==> src/rtl/di_pkg.sv <==
// di_pkg: shared constants and FSM state type for the di_* register terminal.
//   DI_STAT_*        bit positions in di_transfer_status
//   DI_BAD_ADDR_DATA read data returned for an out-of-range register address
//   di_state_e       read/write handshake FSM states
package di_pkg;
  localparam int DI_STAT_TERM_MISMATCH = 0;
  localparam int DI_STAT_ADDR_RANGE    = 1;
  localparam int DI_STAT_RO_WRITE      = 2;
  localparam logic [31:0] DI_BAD_ADDR_DATA = 32'hDEAD_BEEF;

  typedef enum logic [1:0] {
    ST_IDLE,
    ST_FETCH,
    ST_VALID,
    ST_WBUSY
  } di_state_e;
endpackage

==> src/rtl/di_latency_timer.sv <==
// di_latency_timer: loadable 4-bit down-counter used to pace the read and
// write handshakes.
//   clk, reset_n  clock / async active-low reset
//   load          load load_val this cycle (takes priority over counting)
//   load_val      value to load
//   done          count has reached zero (idle counters sit at zero)
module di_latency_timer (
  input  logic       clk,
  input  logic       reset_n,
  input  logic       load,
  input  logic [3:0] load_val,
  output logic       done
);
  logic [3:0] cnt;

  always_ff @(posedge clk or negedge reset_n) begin
    if (!reset_n)        cnt <= '0;
    else if (load)       cnt <= load_val;
    else if (cnt != '0)  cnt <= cnt - 4'd1;
  end

  assign done = (cnt == '0);
endmodule

==> src/rtl/di_reg_terminal.sv <==
// di_reg_terminal: register bank answering one terminal address on the di_*
// bus behind the I2C slave host. Provides read/write-ready handshakes with
// programmable latency and reports errors on di_transfer_status.
//   di_term_addr/di_reg_addr   target terminal / register
//   di_read_mode/di_read_req/di_read   read transaction controls
//   di_write_mode/di_write/di_reg_datai  write transaction controls and data
//   di_read_rdy/di_reg_datao   read data valid / read data
//   di_write_rdy               ready to accept a write
//   di_transfer_status         sticky error flags (0 = OK)
//   ro_data                    sources for read-only slots
//   reg_q/reg_wr_stb           R/W register contents and update pulses
module di_reg_terminal
  import di_pkg::*;
#(
  parameter logic [15:0]            TERM_ADDR     = 16'h0050,
  parameter int                     NUM_REGS      = 16,
  parameter logic [NUM_REGS-1:0]    RO_MASK       = '0,
  parameter logic [NUM_REGS*32-1:0] RESET_VALUES  = '0,
  parameter int                     READ_LATENCY  = 2,
  parameter int                     WRITE_LATENCY = 3
) (
  input  logic                     clk,
  input  logic                     reset_n,
  input  logic [15:0]              di_term_addr,
  input  logic [31:0]              di_reg_addr,
  input  logic                     di_read_mode,
  input  logic                     di_read_req,
  input  logic                     di_read,
  input  logic                     di_write_mode,
  input  logic                     di_write,
  input  logic [31:0]              di_reg_datai,
  output logic                     di_read_rdy,
  output logic [31:0]              di_reg_datao,
  output logic                     di_write_rdy,
  output logic [15:0]              di_transfer_status,
  input  logic [NUM_REGS*32-1:0]   ro_data,
  output logic [NUM_REGS*32-1:0]   reg_q,
  output logic [NUM_REGS-1:0]      reg_wr_stb
);
  localparam int IW = $clog2(NUM_REGS);

  di_state_e   state, state_nxt;
  logic [31:0] mem [NUM_REGS];
  logic [31:0] lat_addr;
  logic        lat_sel;
  logic        rd_pend, rd_pend_nxt;
  logic        rd_load, wr_load, rd_done, wr_done, fetch_cmp;
  logic [31:0] fetch_data;
  logic [2:0]  flags;

  // Current request decode
  wire          sel     = (di_term_addr == TERM_ADDR);
  wire          in_rng  = (di_reg_addr < 32'(NUM_REGS));
  wire [IW-1:0] idx     = di_reg_addr[IW-1:0];
  wire          is_ro   = in_rng && RO_MASK[idx];
  wire          active  = di_read_mode | di_write_mode | di_write | di_read_req;
  wire          any_evt = active | di_read;
  wire          wr_ok   = di_write && sel && in_rng && !is_ro;
  // An address change while read_mode is up re-triggers a fetch, so a
  // simultaneous read_req and address change is still a single fetch.
  wire          rd_trig = di_read_req | (di_read_mode && (di_reg_addr != lat_addr));

  // Latched fetch decode
  wire          lat_rng = (lat_addr < 32'(NUM_REGS));
  wire [IW-1:0] lat_idx = lat_addr[IW-1:0];

  always_comb begin
    fetch_data = '0;
    if (!lat_sel)              fetch_data = '0;
    else if (!lat_rng)         fetch_data = DI_BAD_ADDR_DATA;
    else if (RO_MASK[lat_idx]) fetch_data = ro_data[32*int'(lat_idx) +: 32];
    else                       fetch_data = mem[lat_idx];
  end

  always_comb begin
    flags = '0;
    flags[DI_STAT_TERM_MISMATCH] = active && !sel;
    flags[DI_STAT_ADDR_RANGE]    = active && !in_rng;
    flags[DI_STAT_RO_WRITE]      = di_write && is_ro;
  end

  di_latency_timer u_rd_tmr (
    .clk      (clk),
    .reset_n  (reset_n),
    .load     (rd_load),
    .load_val (4'(READ_LATENCY - 1)),
    .done     (rd_done)
  );

  di_latency_timer u_wr_tmr (
    .clk      (clk),
    .reset_n  (reset_n),
    .load     (wr_load),
    .load_val (4'(WRITE_LATENCY - 1)),
    .done     (wr_done)
  );

  // Writes always win; an interrupted read is remembered in rd_pend and
  // restarted once the write latency has elapsed.
  always_comb begin
    state_nxt   = state;
    rd_load     = 1'b0;
    wr_load     = 1'b0;
    fetch_cmp   = 1'b0;
    rd_pend_nxt = rd_pend;
    case (state)
      ST_IDLE: begin
        if (di_write) begin
          state_nxt = ST_WBUSY;
          wr_load   = 1'b1;
        end else if (rd_trig) begin
          state_nxt = ST_FETCH;
          rd_load   = 1'b1;
        end
      end
      ST_FETCH, ST_VALID: begin
        if (di_write) begin
          state_nxt   = ST_WBUSY;
          wr_load     = 1'b1;
          rd_pend_nxt = 1'b1;
        end else if (!di_read_mode && !di_read_req) begin
          state_nxt = ST_IDLE;
        end else if (rd_trig) begin
          state_nxt = ST_FETCH;
          rd_load   = 1'b1;
        end else if (state == ST_FETCH && rd_done) begin
          state_nxt = ST_VALID;
          fetch_cmp = 1'b1;
        end
      end
      ST_WBUSY: begin
        rd_pend_nxt = rd_pend | di_read_req;
        if (di_write) begin
          wr_load = 1'b1;
        end else if (wr_done) begin
          if (rd_pend || rd_trig) begin
            state_nxt = ST_FETCH;
            rd_load   = 1'b1;
          end else begin
            state_nxt = ST_IDLE;
          end
        end
      end
      default: state_nxt = ST_IDLE;
    endcase
    if (rd_load) rd_pend_nxt = 1'b0;
  end

  always_ff @(posedge clk or negedge reset_n) begin
    if (!reset_n) begin
      state              <= ST_IDLE;
      lat_addr           <= '0;
      lat_sel            <= 1'b0;
      rd_pend            <= 1'b0;
      di_reg_datao       <= '0;
      di_transfer_status <= '0;
      reg_wr_stb         <= '0;
      for (int i = 0; i < NUM_REGS; i++)
        mem[i] <= RO_MASK[i] ? 32'h0 : RESET_VALUES[i*32 +: 32];
    end else begin
      state      <= state_nxt;
      rd_pend    <= rd_pend_nxt;
      reg_wr_stb <= '0;
      if (rd_load) begin
        lat_addr <= di_reg_addr;
        lat_sel  <= sel;
      end
      if (fetch_cmp) di_reg_datao <= fetch_data;
      if (wr_ok) begin
        mem[idx]        <= di_reg_datai;
        reg_wr_stb[idx] <= 1'b1;
      end
      // Sticky for the whole transaction; clears once the bus goes quiet.
      if (!any_evt) di_transfer_status <= '0;
      else          di_transfer_status <= di_transfer_status | {13'b0, flags};
    end
  end

  for (genvar i = 0; i < NUM_REGS; i++) begin : g_q
    assign reg_q[i*32 +: 32] = mem[i];
  end

  assign di_read_rdy  = (state == ST_VALID);
  assign di_write_rdy = (state != ST_WBUSY);
endmodule
==> config.mk <==
export PLATFORM = sky130hd
export DESIGN_NAME = di_reg_terminal
export DESIGN_NICKNAME = d
export VERILOG_FILES = /design/src/rtl/di_pkg.sv /design/src/rtl/di_latency_timer.sv /design/src/rtl/di_reg_terminal.sv
export SDC_FILE = /design/constraint.sdc
export NUM_CORES = 1
export LEC_CHECK = 0
export ABC_AREA = 0
export BUFFER_PORTS_ARGS = -buffer_cell sky130_fd_sc_hd__buf_4
export CAP_MARGIN = 10
export CORE_AREA = 4 4 463 465
export CTS_CLUSTER_SIZE = 20
export DETAILED_ROUTE_END_ITERATION = 12
export DIE_AREA = 0 0 467 469
export PLACE_DENSITY = 0.41
export SLEW_MARGIN = 20
export SYNTH_ARGS = -nofsm -noshare
export SYNTH_HDL_FRONTEND = slang
export SYNTH_HIERARCHICAL = 1
export SYNTH_SLANG_ARGS = --single-unit
==> constraint.sdc <==
create_clock -name clk -period 6.5 [get_ports clk]
set_input_delay 0.65 -clock clk [delete_from_list [all_inputs] [get_ports clk]]
set_output_delay 0.65 -clock clk [all_outputs]
set_load 0.02 [all_outputs]
-- Word level (Yosys, flattened, before mapping)
Memories as Yosys holds them, arrays and structs flattened.
Cells that the tools add are included.
- register bits after elaboration: 620
- bits in read-only memories: 32
- word-level logic and storage cells: 135
- memories kept: 2
- memories (memory ; words ; bits a word ; rd ports ; clocked after Yosys merged registers in ; write ports ; RTL line ; source):
    (name not given) ; 16 ; 1 ; 1 ; 0 ; 0 ; di_reg_terminal.sv:71 ; else if (RO_MASK[lat_idx]) fetch_data = ro_data[32*int'(lat_idx) +: 32];
    (name not given) ; 16 ; 1 ; 1 ; 0 ; 0 ; di_reg_terminal.sv:55 ; wire is_ro = in_rng && RO_MASK[idx];
- add/subtract/negate cells: 2
- $lt $le $gt $ge: 8
- equality and inequality tests: 11
- shifts and indexed selects: 1
- muxes and demuxes: 47
- bitwise operators: 9
- reduce and logical (&&, ||, !) cells: 30
- operators by type and width (cell ; number):
    512-bit bitwise mux ; 1
    512-bit by 10-bit indexed part select with 32-bit output ; 1
    32-bit 2-to-1 mux ; 6
    32-bit binary-select mux with 4-bit select ; 1
    32-bit demux with 4-bit select ; 1
    32-bit by 5-bit less-than comparator with 1-bit output (second input constant) ; 2
    16-bit 2-to-1 mux ; 2
    32-bit != test ; 1
    1-bit 2-to-1 mux ; 20
    16-bit by 7-bit == test with 1-bit output (second input constant) ; 1
    2-bit 2-to-1 mux ; 8
    4-bit 2-to-1 mux ; 4
    16-bit by 3-bit OR with 16-bit output ; 1
    1-bit logical AND ; 12
    5-bit >= comparator (second input constant) ; 2
    4-bit by 5-bit less-than comparator with 1-bit output (second input constant) ; 2
    4-bit NOT with 5-bit output ; 2
    4-bit zero test ; 2
    4-bit nonzero test ; 2
    4-bit by 1-bit subtractor with 4-bit output (second input constant) ; 2
    3-bit != test (second input constant) ; 2
    1-bit OR ; 6
    2-bit case mux with 3 select lines ; 1
    1-bit zero test ; 5
    other kinds (18) ; 21

-- Depth between registers and ports, before layout
Gate-level depths: netlist of the first run.
- depth in word-level cells: 10
- mapped depth: 12

-- Modules after synthesis
The synthesis of the first run kept the hierarchy.
- modules (own cells, without submodules) (module ; instances ; cells an instance ; area an instance (um^2)):
    di_reg_terminal ; 1 ; 1720 ; 27101.0
    di_latency_timer ; 2 ; 22 ; 234.0

-- Worst setup path before layout of the first run
No wires, ideal clock.
- kind: input to register
- start point: input di_reg_addr[3]
- end point: register u_rd_tmr.cnt[3]
- library setup time: 0.126 ns
- data arrival time: 2.689 ns
- required time: 6.374 ns
- setup slack: 3.685 ns
- stages: 12
- buffers on the path: 4
- cells stage by stage: buf_6 > xor2_1 > nor4_1 > nand4_1 > or3_1 > buf_2 > o211ai_1 > a21oi_1 > buf_2 > clkbuf_1 > nor3_1 > a221o_1
- cells in the longest elaborated chain, start to end: 9
- ends and longest elaborated chain (item ; RTL line ; source):
    start, declared ; di_reg_terminal.sv:25 ; input logic [31:0] di_reg_addr,
    32-bit != test * ; di_reg_terminal.sv:61 ; wire rd_trig = di_read_req | (di_read_mode && (di_reg_addr != lat_addr));
    1-bit logical AND * ; di_reg_terminal.sv:61 ;
    1-bit OR * ; di_reg_terminal.sv:61 ;
    1-bit logical OR ; di_reg_terminal.sv:136 ; if (rd_pend || rd_trig) begin
    1-bit 2-to-1 mux ; di_reg_terminal.sv:136 ;
    1-bit 2-to-1 mux ; di_reg_terminal.sv:135 ; end else if (wr_done) begin
    1-bit 2-to-1 mux ; di_reg_terminal.sv:133 ; if (di_write) begin
    1-bit case mux with 3 select lines * ; di_reg_terminal.sv:106 ; case (state)
    net rd_load ; di_reg_terminal.sv:47 ; logic rd_load, wr_load, rd_done, wr_done, fetch_cmp;
    4-bit 2-to-1 mux / 2-bit nonzero test (equally long branches) ; -- ;
    end signal, assigned ; di_latency_timer.sv:18 ; else if (load) cnt <= load_val;
    end signal, assigned ; di_latency_timer.sv:19 ; else if (cnt != '0) cnt <= cnt - 4'd1;
    end, declared ; di_latency_timer.sv:14 ; logic [3:0] cnt;
Mark *: on every way through the listed nets, which the timed path passes. The rest lies on a longest branch.
A chain may end at the register's enable or synchronous reset.

-- Final worst setup path of the first run
- start point: register lat_addr[0]
- end point: register di_reg_datao[15]
- cells in the longest elaborated chain, start to end: 7
- ends and longest elaborated chain (item ; RTL line ; source):
    start, declared ; di_reg_terminal.sv:44 ; logic [31:0] lat_addr;
    start signal, assigned ; di_reg_terminal.sv:165 ; lat_addr <= di_reg_addr;
    branches (longest 7 deep; another with 512-bit by 10-bit indexed part select with 32-bit output) ; -- ;
    end signal, assigned ; di_reg_terminal.sv:168 ; if (fetch_cmp) di_reg_datao <= fetch_data;
    end, declared ; di_reg_terminal.sv:33 ; output logic [31:0] di_reg_datao,
Several ways; the timed one is not identified. The select of a mux whose other input is x is not followed.

==> results of run 1 <==
## stage by stage
stage          hold WS (ns)  total power, mW  util [%]  instance area [µm²]  std cells
4_1_cts              0.0943             10.6      18.3                38400       5256
5_1_grt               0.145             10.8      18.3                38400       5261
2_1_floorplan         0.354             5.32         -                27600       1784
3_3_place_gp          0.469             6.03      17.1                35800       5114
6_report              0.213             10.3      18.3                38400       5264
3_5_place_dp          0.469             6.04      17.1                35800       5116
## kinds of logic after synthesis
group	share of synthesized area, %
AND/OR/NAND/NOR	2.93
buffers and inverters	3.13
adder cells (fa/ha/maj)	0.272
XOR/XNOR	1.05
flip-flops	55.0
multiplexers	35.6
AO/OA/AOI/OAI	2.03
other	0.0272
## report_power, final
part	leakage, nW	total (mW)	switching [mW]	internal (mW)
Sequential	8.36	4.27	0.356	3.91
Combinational	8.44	1.62	0.895	0.725
Clock	1.26	4.40	1.88	2.53
Total	18.1	10.3	3.13	7.17
## Yosys cell counts, drive strengths merged (4+ instances only)
| cell type | n |
|---|---|
| nand2b | 7 |
| xor2 | 28 |
| nor2b | 5 |
| nor3b | 5 |
| xnor2 | 5 |
| clkbuf | 70 |
| a211oi | 4 |
| ha | 6 |
| a21oi | 4 |
| mux2i | 4 |
| mux4 | 160 |
| nor4 | 22 |
| nand3 | 13 |
| nor2 | 28 |
| dfrtp | 606 |
| mux2 | 547 |
| nor3 | 7 |
| nand2 | 46 |
| inv | 9 |
| or2 | 4 |
| nand3b | 4 |
| o21ai | 63 |
| buf | 91 |
## area by class of cell
class                           count  area share [%]
Inverter                            9          0.0880
Antenna cell                        8          0.0521
Clock inverter                     18           0.518
Tap cell                         2805            9.14
Sequential cell                   606            39.5
Multi-Input combinational cell   1008            30.6
Clock buffer                      121            6.17
Timing Repair Buffer              689            13.9
## critical path, stage by stage (launching register included)
cell and delay, ns:
sky130_fd_sc_hd__dfrtp_4 0.86, sky130_fd_sc_hd__xor2_1 0.15, sky130_fd_sc_hd__nor4_1 0.47, sky130_fd_sc_hd__nand4_1 0.14, sky130_fd_sc_hd__or3_1 0.51, sky130_fd_sc_hd__or4_4 0.81
sky130_fd_sc_hd__buf_4 0.45, sky130_fd_sc_hd__nand2_1 0.19, sky130_fd_sc_hd__o21ai_2 0.06
## metal layers
metal,track usage (%),vias to the layer above,share of wire (%)
li1,-,7825,-
met1,14.1,9903,41
met2,19.7,600,49
met3,3.69,170,6.9
met4,4.63,6,3.9
met5,0,-,0.031
## worst max-delay path by stage
stage / endpoint / cells after the start
after floorplan: u_rd_tmr/cnt[3] / 12
after global placement: reg_q[109] / 9
after detailed placement: reg_q[109] / 9
after CTS: di_reg_datao[18] / 8
after global routing: di_reg_datao[15] / 8
final: di_reg_datao[15] / 8
## sequential cells by signal, indices dropped and copies added, names as in the netlist
register,flops
u_rd_tmr/cnt,4
reg_q,512
rd_pend,1
di_transfer_status,2
di_reg_datao,32
lat_sel,1
u_wr_tmr/cnt,4
state,2
reg_wr_stb,16
lat_addr,32
==> impl_metrics.xml, run 1 <==
<?xml version="1.0" encoding="UTF-8"?>
<metrics>
  <group name="outcome">
    <metric name="result_of_the_run" unit="">completed</metric>
  </group>
  <group name="grt">
    <metric name="grt-ovfl-total" unit="">0</metric>
    <metric name="maximum_number_of_pins_on_one_net_before_global_route_repair" unit="">146</metric>
    <metric name="grt_antenna_before_repair" unit="">16</metric>
    <metric name="gr-usage-all-layers" unit="%">11.8</metric>
    <metric name="grt_pass1_wl" unit="µm">178000</metric>
    <metric name="grt_pass1_vias" unit="">19700</metric>
  </group>
  <group name="logic_synthesis">
    <metric name="synth.cell_area" unit="µm²">27600</metric>
    <metric name="post-synth-top-area-fraction" unit="%">55.0</metric>
    <metric name="synth-edff-count" unit="">0</metric>
    <metric name="ys.warnings.count" unit="">6</metric>
    <metric name="synthFlopType" unit="">sky130_fd_sc_hd__dfrtp_1</metric>
    <metric name="ys_async_sr_fraction" unit="%">100</metric>
    <metric name="mapped_cells" unit="">1764</metric>
    <metric name="ys_types" unit="">49</metric>
    <metric name="synth.yosys.seq_area_share" unit="%">55.0</metric>
    <metric name="cell_accounting_for_the_most_synthesized_area" unit="">sky130_fd_sc_hd__dfrtp_1</metric>
    <metric name="synthesized_area_per_cell" unit="µm²">15.6</metric>
    <metric name="synth_area_leaders" unit="">sky130_fd_sc_hd__dfrtp_1, sky130_fd_sc_hd__mux2_2, sky130_fd_sc_hd__mux4_2</metric>
    <metric name="number_of_synthesized_register_bits" unit="">606</metric>
  </group>
  <group name="cells_and_area">
    <metric name="area.sequential" unit="µm²">15200</metric>
    <metric name="multi_input_comb_area" unit="µm²">11700</metric>
    <metric name="layout_common_cells" unit="">sky130_fd_sc_hd__buf_4, sky130_fd_sc_hd__dfrtp_1, sky130_fd_sc_hd__mux2_2</metric>
    <metric name="fillers" unit="">22800</metric>
    <metric name="layout.cells.most_common" unit="">sky130_fd_sc_hd__buf_4</metric>
    <metric name="area_delta_synth_final" unit="%">39.3</metric>
    <metric name="nets" unit="">2999</metric>
    <metric name="drive_gt1_share" unit="%">63.7</metric>
  </group>
  <group name="detailed_routing">
    <metric name="drt_first_pass_iters" unit="">4</metric>
    <metric name="drt_drc_violations_left" unit="">0</metric>
    <metric name="drt-initial-drc-count" unit="">944</metric>
    <metric name="detail_route.wl_per_cell" unit="µm">25.1</metric>
    <metric name="ant_nets" unit="">0</metric>
    <metric name="vias" unit="">18500</metric>
    <metric name="vias_per_instance" unit="">3.52</metric>
    <metric name="routed_wirelength" unit="µm">132000</metric>
  </group>
  <group name="setup_path">
    <metric name="startpoint" unit="">lat_addr[0]</metric>
    <metric name="timing.critical_path.arrival" unit="ns">4.48</metric>
    <metric name="regToRegStartpoint" unit="">lat_addr[0]</metric>
    <metric name="timing.reg2reg.setup_slack" unit="ns">2.56</metric>
    <metric name="worstReg2RegEnd" unit="">di_reg_datao[15]</metric>
    <metric name="timing.critical_path.fanout_max" unit="">38</metric>
    <metric name="path_class" unit="">register to register</metric>
    <metric name="start_kind" unit="">register</metric>
    <metric name="timing.critical_path.required" unit="ns">7.05</metric>
    <metric name="crit_path_end_kind" unit="">register</metric>
    <metric name="r2r_worst_path_depth" unit="">8</metric>
  </group>
  <group name="timing">
    <metric name="timing_worst_slew_pin_value" unit="ns">1.13</metric>
    <metric name="rsz0062_at_grt" unit="">false</metric>
    <metric name="setup_tns" unit="ns">0</metric>
    <metric name="clock_skew" unit="ns">0.0580</metric>
    <metric name="finalSetupViolations" unit="">0</metric>
    <metric name="period_share" unit="%">60.5</metric>
    <metric name="final_max_slew_viol_count" unit="">0</metric>
    <metric name="final.min_clock_period" unit="ns">3.94</metric>
    <metric name="setup_ws" unit="ns">2.56</metric>
    <metric name="fmaxAchievable" unit="MHz">254</metric>
    <metric name="final-hold-violation-count" unit="">0</metric>
    <metric name="max_slew_margin" unit="%">24.8</metric>
  </group>
  <group name="power_and_ir_drop">
    <metric name="ratio_of_total_power_to_cell_area" unit="nW/µm²">268</metric>
    <metric name="vdd.ir_drop.worst" unit="mV">0.189</metric>
    <metric name="static-leakage-power" unit="nW">18.1</metric>
  </group>
  <group name="min_path">
    <metric name="min-delay-path-class" unit="">input port to register</metric>
    <metric name="holdPathEnd" unit="">lat_addr[6]</metric>
    <metric name="hold_path_depth" unit="">2</metric>
    <metric name="holdCritStartpoint" unit="">di_reg_addr[6]</metric>
  </group>
  <group name="clocking">
    <metric name="cts.reportedPaths.clkPinSlew" unit="ns">0.06</metric>
    <metric name="cts_resized" unit="">0</metric>
    <metric name="clock_net_sink_count" unit="">606</metric>
    <metric name="worst_skew_pair.late_latency" unit="ns">0.72</metric>
    <metric name="root_buffer" unit="">sky130_fd_sc_hd__clkbuf_16</metric>
    <metric name="cts_max_level" unit="">3</metric>
    <metric name="bufs_on_longest_clock_path" unit="">3</metric>
    <metric name="tritoncts" unit="">done</metric>
    <metric name="cts_buffers" unit="">80</metric>
    <metric name="cts.repair_timing.setup_buffer_count" unit="">0</metric>
    <metric name="post_cts_hold_buffer_count" unit="">1</metric>
  </group>
  <group name="floorplanning">
    <metric name="std_cell_rows" unit="">168</metric>
    <metric name="die_area" unit="µm²">219000</metric>
    <metric name="fp.dieH" unit="µm">469</metric>
    <metric name="core-area" unit="µm²">210000</metric>
    <metric name="die_w" unit="µm">467</metric>
    <metric name="boundary_pins" unit="">1177</metric>
    <metric name="floorplan.initialDensity" unit="%">13.2</metric>
  </group>
  <group name="job">
    <metric name="drv_cap" unit="">0</metric>
  </group>
  <group name="placed_design">
    <metric name="global_placement_routability_congestion" unit="">0.724</metric>
    <metric name="portBuffers" unit="">650</metric>
    <metric name="dp_hpwl" unit="µm">92900</metric>
    <metric name="pre_cts_setup_slack" unit="ns">1.82</metric>
  </group>
</metrics>
(Power assumes the default switching activity.)
==> run 2: changes to the inputs <==
--- a/config.mk
+++ b/config.mk
@@ -12,7 +12,7 @@
 export CTS_CLUSTER_SIZE = 20
 export DETAILED_ROUTE_END_ITERATION = 12
 export DIE_AREA = 0 0 467 469
-export PLACE_DENSITY = 0.41
+export PLACE_DENSITY = 0.42
 export SLEW_MARGIN = 20
 export SYNTH_ARGS = -nofsm -noshare
 export SYNTH_HDL_FRONTEND = slang
==> constraint.sdc (replaced) <==
create_clock -name clk -period 3.3 [get_ports clk]
set_input_delay 0.33 -clock clk [delete_from_list [all_inputs] [get_ports clk]]
set_output_delay 0.33 -clock clk [all_outputs]
set_load 0.02 [all_outputs]
==> run 2 against run 1 <==
Clock skew decreased by 0.019 ns. Hold slack worse by 0.13 ns. Combinational power increased by 140%. Power up 98%. Fmax rose by 25%. Critical path depth unchanged. Die area did not move. Global-route usage increased by 0.13 points.
==> impl_metrics.xml, run 2 (synthesis gave the netlist of run 1 again) <==
<?xml version="1.0" encoding="UTF-8"?>
<metrics>
  <group name="power_and_ir_drop">
    <metric name="p_int" unit="mW">14.2</metric>
    <metric name="vdd.ir_drop.worst" unit="mV">0.451</metric>
    <metric name="power_switching" unit="mW">6.20</metric>
    <metric name="power.switching_fraction" unit="%">30.3</metric>
    <metric name="share_seq_of_total_power" unit="%">39.1</metric>
    <metric name="ratio_of_total_power_to_cell_area" unit="nW/µm²">514</metric>
    <metric name="comb_power_share" unit="%">19.0</metric>
    <metric name="share_clk_of_total_power" unit="%">41.9</metric>
    <metric name="static-leakage-power" unit="nW">18.7</metric>
  </group>
  <group name="setup_path">
    <metric name="r2r_worst_path_depth" unit="">8</metric>
    <metric name="worst_path_largest_cell_delay" unit="ns">0.57</metric>
    <metric name="path_class" unit="">register to register</metric>
    <metric name="timing.critical_path.arrival" unit="ns">3.69</metric>
    <metric name="worstReg2RegEnd" unit="">di_reg_datao[15]</metric>
    <metric name="start_kind" unit="">register</metric>
    <metric name="worst_path_max_delay_cell" unit="">sky130_fd_sc_hd__dfrtp_4</metric>
    <metric name="timing.reg2reg.setup_slack" unit="ns">0.16</metric>
    <metric name="timing.critical_path.required" unit="ns">3.85</metric>
    <metric name="critical_path.cell_chain" unit="">xor2_1 &gt; nor4_1 &gt; nand4_1 &gt; or3_1 &gt; or4_4 &gt; buf_12 &gt; nand2_1 &gt; o21ai_2</metric>
    <metric name="timing.critical_path.fanout_max" unit="">64</metric>
    <metric name="regToRegStartpoint" unit="">lat_addr[0]</metric>
    <metric name="crit_path_end_kind" unit="">register</metric>
  </group>
  <group name="clocking">
    <metric name="post_cts_hold_buffer_count" unit="">69</metric>
    <metric name="clock_net_sink_count" unit="">606</metric>
    <metric name="worst_skew_pair.late_latency" unit="ns">0.69</metric>
    <metric name="bufs_on_longest_clock_path" unit="">3</metric>
    <metric name="root_buffer" unit="">sky130_fd_sc_hd__clkbuf_16</metric>
    <metric name="cts.reportedPaths.clkPinSlew" unit="ns">0.06</metric>
    <metric name="cts_buffers" unit="">81</metric>
    <metric name="cts.repair_timing.setup_buffer_count" unit="">0</metric>
    <metric name="cts_resized" unit="">0</metric>
    <metric name="cts_max_level" unit="">3</metric>
    <metric name="tritoncts" unit="">done</metric>
  </group>
  <group name="grt">
    <metric name="maximum_number_of_pins_on_one_net_before_global_route_repair" unit="">80</metric>
    <metric name="grt_pass1_vias" unit="">20300</metric>
    <metric name="grt-ovfl-total" unit="">0</metric>
    <metric name="grt_pass1_wl" unit="µm">181000</metric>
    <metric name="gr-usage-all-layers" unit="%">11.9</metric>
    <metric name="grt_antenna_before_repair" unit="">13</metric>
  </group>
  <group name="cells_and_area">
    <metric name="final_area" unit="µm²">39800</metric>
    <metric name="nets" unit="">3118</metric>
    <metric name="layout_common_cells" unit="">sky130_fd_sc_hd__buf_4, sky130_fd_sc_hd__dfrtp_1, sky130_fd_sc_hd__mux2_2</metric>
    <metric name="layout.cells.most_common" unit="">sky130_fd_sc_hd__buf_4</metric>
    <metric name="area_delta_synth_final" unit="%">44.3</metric>
    <metric name="drive_gt1_share" unit="%">62.9</metric>
    <metric name="largest_register_ffs" unit="">512</metric>
    <metric name="fin_util" unit="%">19.0</metric>
  </group>
  <group name="timing">
    <metric name="final_max_slew_viol_count" unit="">0</metric>
    <metric name="setup_ws" unit="ns">0.159</metric>
    <metric name="rsz0062_at_grt" unit="">false</metric>
    <metric name="final.min_clock_period" unit="ns">3.14</metric>
    <metric name="fmaxAchievable" unit="MHz">318</metric>
    <metric name="clock_skew" unit="ns">0.0394</metric>
    <metric name="final-hold-violation-count" unit="">0</metric>
    <metric name="period_share" unit="%">95.2</metric>
    <metric name="timing_worst_slew_pin_value" unit="ns">0.992</metric>
    <metric name="setup_tns" unit="ns">0</metric>
    <metric name="finalSetupViolations" unit="">0</metric>
    <metric name="max_slew_margin" unit="%">33.8</metric>
  </group>
  <group name="detailed_routing">
    <metric name="vias_per_instance" unit="">3.52</metric>
    <metric name="detail_route.wl_per_cell" unit="µm">24.7</metric>
    <metric name="ant_nets" unit="">0</metric>
    <metric name="vias" unit="">19000</metric>
    <metric name="drt_first_pass_iters" unit="">5</metric>
    <metric name="drt_drc_violations_left" unit="">0</metric>
    <metric name="drt-initial-drc-count" unit="">1008</metric>
    <metric name="routed_wirelength" unit="µm">133000</metric>
  </group>
  <group name="placed_design">
    <metric name="portBuffers" unit="">650</metric>
    <metric name="dp_hpwl" unit="µm">95100</metric>
    <metric name="postPlaceCellArea" unit="µm²">36500</metric>
    <metric name="global_placement_routability_congestion" unit="">0.739</metric>
    <metric name="pre_cts_setup_slack" unit="ns">0.0731</metric>
  </group>
  <group name="floorplanning">
    <metric name="die_area" unit="µm²">219000</metric>
    <metric name="floorplan.initialDensity" unit="%">13.2</metric>
    <metric name="fp.dieH" unit="µm">469</metric>
    <metric name="core-area" unit="µm²">210000</metric>
    <metric name="std_cell_rows" unit="">168</metric>
    <metric name="die_w" unit="µm">467</metric>
    <metric name="boundary_pins" unit="">1177</metric>
  </group>
  <group name="min_path">
    <metric name="min-delay-path-class" unit="">input port to register</metric>
    <metric name="holdCritStartpoint" unit="">di_reg_datai[14]</metric>
    <metric name="hold_path_depth" unit="">2</metric>
    <metric name="holdPathEnd" unit="">reg_q[270]</metric>
  </group>
  <group name="job">
    <metric name="drv_cap" unit="">0</metric>
  </group>
  <group name="outcome">
    <metric name="result_of_the_run" unit="">completed</metric>
  </group>
</metrics>
[run 2: layer usage]
metal	routed length, µm	vias up	track usage [%]
met4	3980	6	3.69
met2	65000	644	19.9
met3	9010	162	3.52
li1	-	8062	-
met1	55300	10100	14.8
met5	40	-	0
[run 2: final cells by class]
| cell class | instances | area, µm² |
|---|---|---|
| Fill cell | 22800 | 170000 |
| Sequential cell | 606 | 15200 |
| Multi-Input combinational cell | 1008 | 11700 |
| Timing Repair Buffer | 807 | 6730 |
| Tap cell | 2805 | 3510 |
| Clock buffer | 112 | 2280 |
| Clock inverter | 30 | 262 |
| Inverter | 9 | 33.8 |
| Antenna cell | 11 | 27.5 |
[run 2: per-stage QoR]
step	total power, mW	hold WS (ns)	std cells
6_report	20.4	0.0811	5388
2_1_floorplan	10.5	0.0344	1784
3_5_place_dp	12.1	0.466	5166
5_1_grt	21.5	0.0481	5380
4_1_cts	21.0	0.00106	5377
3_3_place_gp	12.1	0.466	5166
[run 2: critical path, delay by kind of cell (launching register included)]
family / cells / cell delay (ns)
AOI/OAI and AO/OA: 1 / 0.06
xor gates and xnor gates: 1 / 0.19
buffers and inverters: 1 / 0.23
DFF: 1 / 0.57
and+or+nand+nor: 5 / 1.84
[run 2: how the worst max path moves through the flow]
| stage | from | end | slack, ns | cells after the start |
|---|---|---|---|---|
| after detailed placement | di_reg_addr[13] | reg_q[492] | 0.07 | 11 |
| after floorplan | lat_addr[0] | di_reg_datao[10] | 0.67 | 7 |
| after CTS | lat_addr[0] | di_reg_datao[31] | 0.14 | 8 |
| after global routing | lat_addr[0] | di_reg_datao[29] | 0.03 | 8 |
| final | lat_addr[0] | di_reg_datao[15] | 0.16 | 8 |
| after global placement | di_reg_addr[13] | reg_q[491] | 0.09 | 11 |
[run 2: power groups by stage]
stage / clock network (mW) / logic (mW) / registers (mW)
floorplan: 0 / 2.47 / 8.01
global placement: 0 / 3.93 / 8.13
detailed placement: 0 / 3.94 / 8.13
CTS: 8.94 / 4.03 / 8.00
global route: 9.18 / 4.23 / 8.04
finish: 8.56 / 3.87 / 8.00
==> run 3: changes to the inputs <==
--- a/config.mk
+++ b/config.mk
@@ -8,13 +8,12 @@
 export ABC_AREA = 0
 export BUFFER_PORTS_ARGS = -buffer_cell sky130_fd_sc_hd__buf_4
 export CAP_MARGIN = 10
-export CORE_AREA = 4 4 463 465
+export CORE_AREA = 4 4 450 452
 export CTS_CLUSTER_SIZE = 20
 export DETAILED_ROUTE_END_ITERATION = 12
-export DIE_AREA = 0 0 467 469
+export DIE_AREA = 0 0 454 456
 export PLACE_DENSITY = 0.42
 export SLEW_MARGIN = 20
 export SYNTH_ARGS = -nofsm -noshare
 export SYNTH_HDL_FRONTEND = slang
-export SYNTH_HIERARCHICAL = 1
 export SYNTH_SLANG_ARGS = --single-unit
==> constraint.sdc (replaced) <==
create_clock -name clk -period 3 [get_ports clk]
set_input_delay 0.3 -clock clk [delete_from_list [all_inputs] [get_ports clk]]
set_output_delay 0.3 -clock clk [all_outputs]
set_load 0.02 [all_outputs]
==> run 3 against run 2 <==
Non-clock buffer count up 15. Count of clock-buffer cells in the layout up 3. Wire length up 2.0%. Largest cell class unchanged.
==> impl_metrics.xml, run 3 <==
<?xml version="1.0" encoding="UTF-8"?>
<metrics>
  <group name="outcome">
    <metric name="result_of_the_run" unit="">completed</metric>
  </group>
  <group name="placed_design">
    <metric name="place_inst" unit="">5031</metric>
    <metric name="portBuffers" unit="">650</metric>
    <metric name="global_placement_routability_congestion" unit="">0.776</metric>
    <metric name="postPlaceCellArea" unit="µm²">36900</metric>
    <metric name="dp_hpwl" unit="µm">102000</metric>
  </group>
  <group name="clocking">
    <metric name="cts.reportedPaths.clkPinSlew" unit="ns">0.06</metric>
    <metric name="tritoncts" unit="">done</metric>
    <metric name="bufs_on_longest_clock_path" unit="">3</metric>
    <metric name="cts.repair_timing.setup_buffer_count" unit="">0</metric>
    <metric name="root_buffer" unit="">sky130_fd_sc_hd__clkbuf_16</metric>
    <metric name="worst_skew_pair.late_latency" unit="ns">0.72</metric>
    <metric name="clock_net_sink_count" unit="">606</metric>
    <metric name="cts_buffers" unit="">81</metric>
    <metric name="cts_max_level" unit="">3</metric>
  </group>
  <group name="logic_synthesis">
    <metric name="cell_accounting_for_the_most_synthesized_area" unit="">sky130_fd_sc_hd__dfrtp_1</metric>
    <metric name="number_of_synthesized_register_bits" unit="">606</metric>
    <metric name="synth_area_leaders" unit="">sky130_fd_sc_hd__dfrtp_1, sky130_fd_sc_hd__mux2_2, sky130_fd_sc_hd__mux4_2</metric>
    <metric name="dominant_combinational_cell_family_by_area_after_synthesis" unit="">multiplexers</metric>
    <metric name="synthFlopType" unit="">sky130_fd_sc_hd__dfrtp_1</metric>
    <metric name="synth_mux_area_share" unit="%">36.2</metric>
    <metric name="post-synth-top-area-fraction" unit="%">54.9</metric>
    <metric name="ys_types" unit="">48</metric>
    <metric name="synth_xor_xnor_area_share" unit="%">1.05</metric>
    <metric name="synth-compound-area-share" unit="%">1.75</metric>
    <metric name="synth_top_cells_by_count" unit="">sky130_fd_sc_hd__dfrtp_1, sky130_fd_sc_hd__mux2_2, sky130_fd_sc_hd__mux4_2</metric>
    <metric name="most_used_standard_cell_by_instance_count_after_synthesis" unit="">sky130_fd_sc_hd__dfrtp_1</metric>
    <metric name="synth.yosys.seq_area_share" unit="%">54.9</metric>
    <metric name="synth-simple-area-share" unit="%">2.99</metric>
    <metric name="synthesized_area_per_cell" unit="µm²">15.7</metric>
    <metric name="synth-adder-area-share" unit="%">0.317</metric>
    <metric name="synth.cell_area" unit="µm²">27600</metric>
    <metric name="mapped_cells" unit="">1763</metric>
    <metric name="ys.warnings.count" unit="">0</metric>
    <metric name="ys_async_sr_fraction" unit="%">100</metric>
    <metric name="synth-edff-count" unit="">0</metric>
  </group>
  <group name="setup_path">
    <metric name="worstReg2RegEnd" unit="">lat_addr[4]</metric>
    <metric name="crit_family" unit="">buffers and inverters</metric>
    <metric name="r2r_worst_path_depth" unit="">8</metric>
    <metric name="timing.critical_path.arrival" unit="ns">3.32</metric>
    <metric name="start_kind" unit="">input port</metric>
    <metric name="path_class" unit="">input port to register</metric>
    <metric name="timing.critical_path.required" unit="ns">3.58</metric>
    <metric name="worst_path_largest_cell_delay" unit="ns">0.55</metric>
    <metric name="crit_path_end_kind" unit="">register</metric>
    <metric name="timing.reg2reg.setup_slack" unit="ns">0.42</metric>
    <metric name="critPathMostFrequentCell" unit="">sky130_fd_sc_hd__buf_4</metric>
    <metric name="crit_path_buf_inv_count" unit="">5</metric>
    <metric name="timing.critical_path.fanout_max" unit="">18</metric>
    <metric name="critical_path.cell_chain" unit="">dlygate4sd3_1 &gt; buf_4 &gt; nor4_1 &gt; nand3_1 &gt; nor3_1 &gt; buf_4 &gt; nand4b_1 &gt; buf_4 &gt; nor2_4 &gt; buf_12 &gt; mux2_2</metric>
    <metric name="worst_path_max_delay_cell" unit="">sky130_fd_sc_hd__dlygate4sd3_1</metric>
    <metric name="regToRegStartpoint" unit="">lat_addr[0]</metric>
  </group>
  <group name="cells_and_area">
    <metric name="area_delta_synth_final" unit="%">46.2</metric>
    <metric name="layout.cells.most_common" unit="">sky130_fd_sc_hd__buf_4</metric>
    <metric name="fin_util" unit="%">20.3</metric>
    <metric name="finish.cell_count_without_fillers" unit="">5242</metric>
    <metric name="largest_register_ffs" unit="">512</metric>
    <metric name="drive_gt1_share" unit="%">61.0</metric>
    <metric name="final_area" unit="µm²">40400</metric>
    <metric name="layout_common_cells" unit="">sky130_fd_sc_hd__buf_4, sky130_fd_sc_hd__dfrtp_1, sky130_fd_sc_hd__mux2_2</metric>
    <metric name="nets" unit="">3131</metric>
  </group>
  <group name="timing">
    <metric name="fmaxAchievable" unit="MHz">365</metric>
    <metric name="clock_skew" unit="ns">0.0709</metric>
    <metric name="max_slew_margin" unit="%">36.0</metric>
    <metric name="final.min_clock_period" unit="ns">2.74</metric>
    <metric name="period_share" unit="%">91.3</metric>
    <metric name="setup_tns" unit="ns">0</metric>
    <metric name="final-hold-violation-count" unit="">0</metric>
    <metric name="timing_worst_slew_pin_value" unit="ns">0.960</metric>
    <metric name="rsz0062_at_grt" unit="">false</metric>
    <metric name="finalSetupViolations" unit="">0</metric>
    <metric name="final_max_slew_viol_count" unit="">0</metric>
  </group>
  <group name="job">
    <metric name="drv_cap" unit="">0</metric>
  </group>
  <group name="detailed_routing">
    <metric name="drt_first_pass_iters" unit="">5</metric>
    <metric name="vias_per_instance" unit="">3.65</metric>
    <metric name="ant_nets" unit="">0</metric>
    <metric name="routed_wirelength" unit="µm">136000</metric>
    <metric name="vias" unit="">19100</metric>
    <metric name="detail_route.wl_per_cell" unit="µm">25.9</metric>
    <metric name="drt_drc_violations_left" unit="">0</metric>
    <metric name="drt-initial-drc-count" unit="">1020</metric>
  </group>
  <group name="min_path">
    <metric name="holdPathEnd" unit="">reg_q[259]</metric>
    <metric name="holdCritStartpoint" unit="">di_reg_datai[3]</metric>
    <metric name="hold_path_depth" unit="">2</metric>
    <metric name="min-delay-path-class" unit="">input port to register</metric>
  </group>
  <group name="floorplanning">
    <metric name="fp.dieH" unit="µm">456</metric>
    <metric name="die_area" unit="µm²">207000</metric>
    <metric name="std_cell_rows" unit="">164</metric>
    <metric name="die_w" unit="µm">454</metric>
    <metric name="floorplan.initialDensity" unit="%">13.9</metric>
    <metric name="core-area" unit="µm²">199000</metric>
    <metric name="boundary_pins" unit="">1177</metric>
  </group>
  <group name="grt">
    <metric name="grt_pass1_vias" unit="">20100</metric>
    <metric name="gr-usage-all-layers" unit="%">12.8</metric>
    <metric name="grt-ovfl-total" unit="">0</metric>
    <metric name="grt_pass1_wl" unit="µm">183000</metric>
    <metric name="grt_antenna_before_repair" unit="">18</metric>
    <metric name="maximum_number_of_pins_on_one_net_before_global_route_repair" unit="">78</metric>
  </group>
  <group name="power_and_ir_drop">
    <metric name="power.total" unit="mW">23.5</metric>
    <metric name="static-leakage-power" unit="nW">19.1</metric>
    <metric name="vdd.ir_drop.worst" unit="mV">0.413</metric>
    <metric name="ratio_of_total_power_to_cell_area" unit="nW/µm²">582</metric>
  </group>
</metrics>
run 3: what timing repair did:
action                                  in CTS  in global routing
resized for setup                            0                  1
hold buffers                                67                  0
endpoints found under the setup margin       0                  5
hold endpoints to repair                   494                  0
run 3: logic make-up (layout without fill, tap and decap cells):
group                      count (synthesis)  in the layout
AOI/OAI and AO/OA                         79             79
xor gates and xnor gates                  33             33
adders and majority gates                  7              7
buffers and inverters                    166            974
DFF                                      606            606
muxes                                    709            709
other                                      1             16
and+or+nand+nor                          162            162
run 3: worst max path at each step:
stage / from / to / cells after the start
floorplan: di_term_addr[5] / reg_q[257] / 8
finish: di_reg_addr[18] / reg_q[346] / 11
detailed placement: di_term_addr[5] / reg_q[332] / 9
global placement: di_term_addr[5] / reg_q[339] / 9
CTS: lat_addr[1] / lat_addr[1] / 8
global route: di_reg_addr[18] / reg_q[347] / 11
run 3: through the flow:
step / setup WS, ns / hold WS (ns)
after floorplan: 0.310 / 0.00441
after global placement: -0.234 / 0.350
after detailed placement: -0.212 / 0.346
after CTS: 0.0689 / 0.00563
after global routing: 0.222 / 0.0331
final: 0.262 / 0.0801
run 3: routing by layer:
layer  GRT usage (%)  share of wire (%)  up-vias
met5               0                  0        -
met4            6.22                5.3        0
met3            2.15                3.6      210
met2            23.1                 52      484
met1            14.7                 39    10400
li1                -                  -     8063
run 3: final cells by class:
type	instances	area [µm²]
repair buffers	822	7170
multi-input cells	1004	11900
inverters	10	37.5
well taps	2656	3320
fillers	21400	158000
clock inverters	27	459
diodes	2	5.00
clock buffers	115	2340
flip-flops and latches	606	15200
run 3: power by group:
part / switching, mW / internal [mW] / total (mW)
sequential: 0.297 / 8.49 / 8.78
clock: 4.13 / 6.07 / 10.2
combinational: 2.55 / 1.97 / 4.52
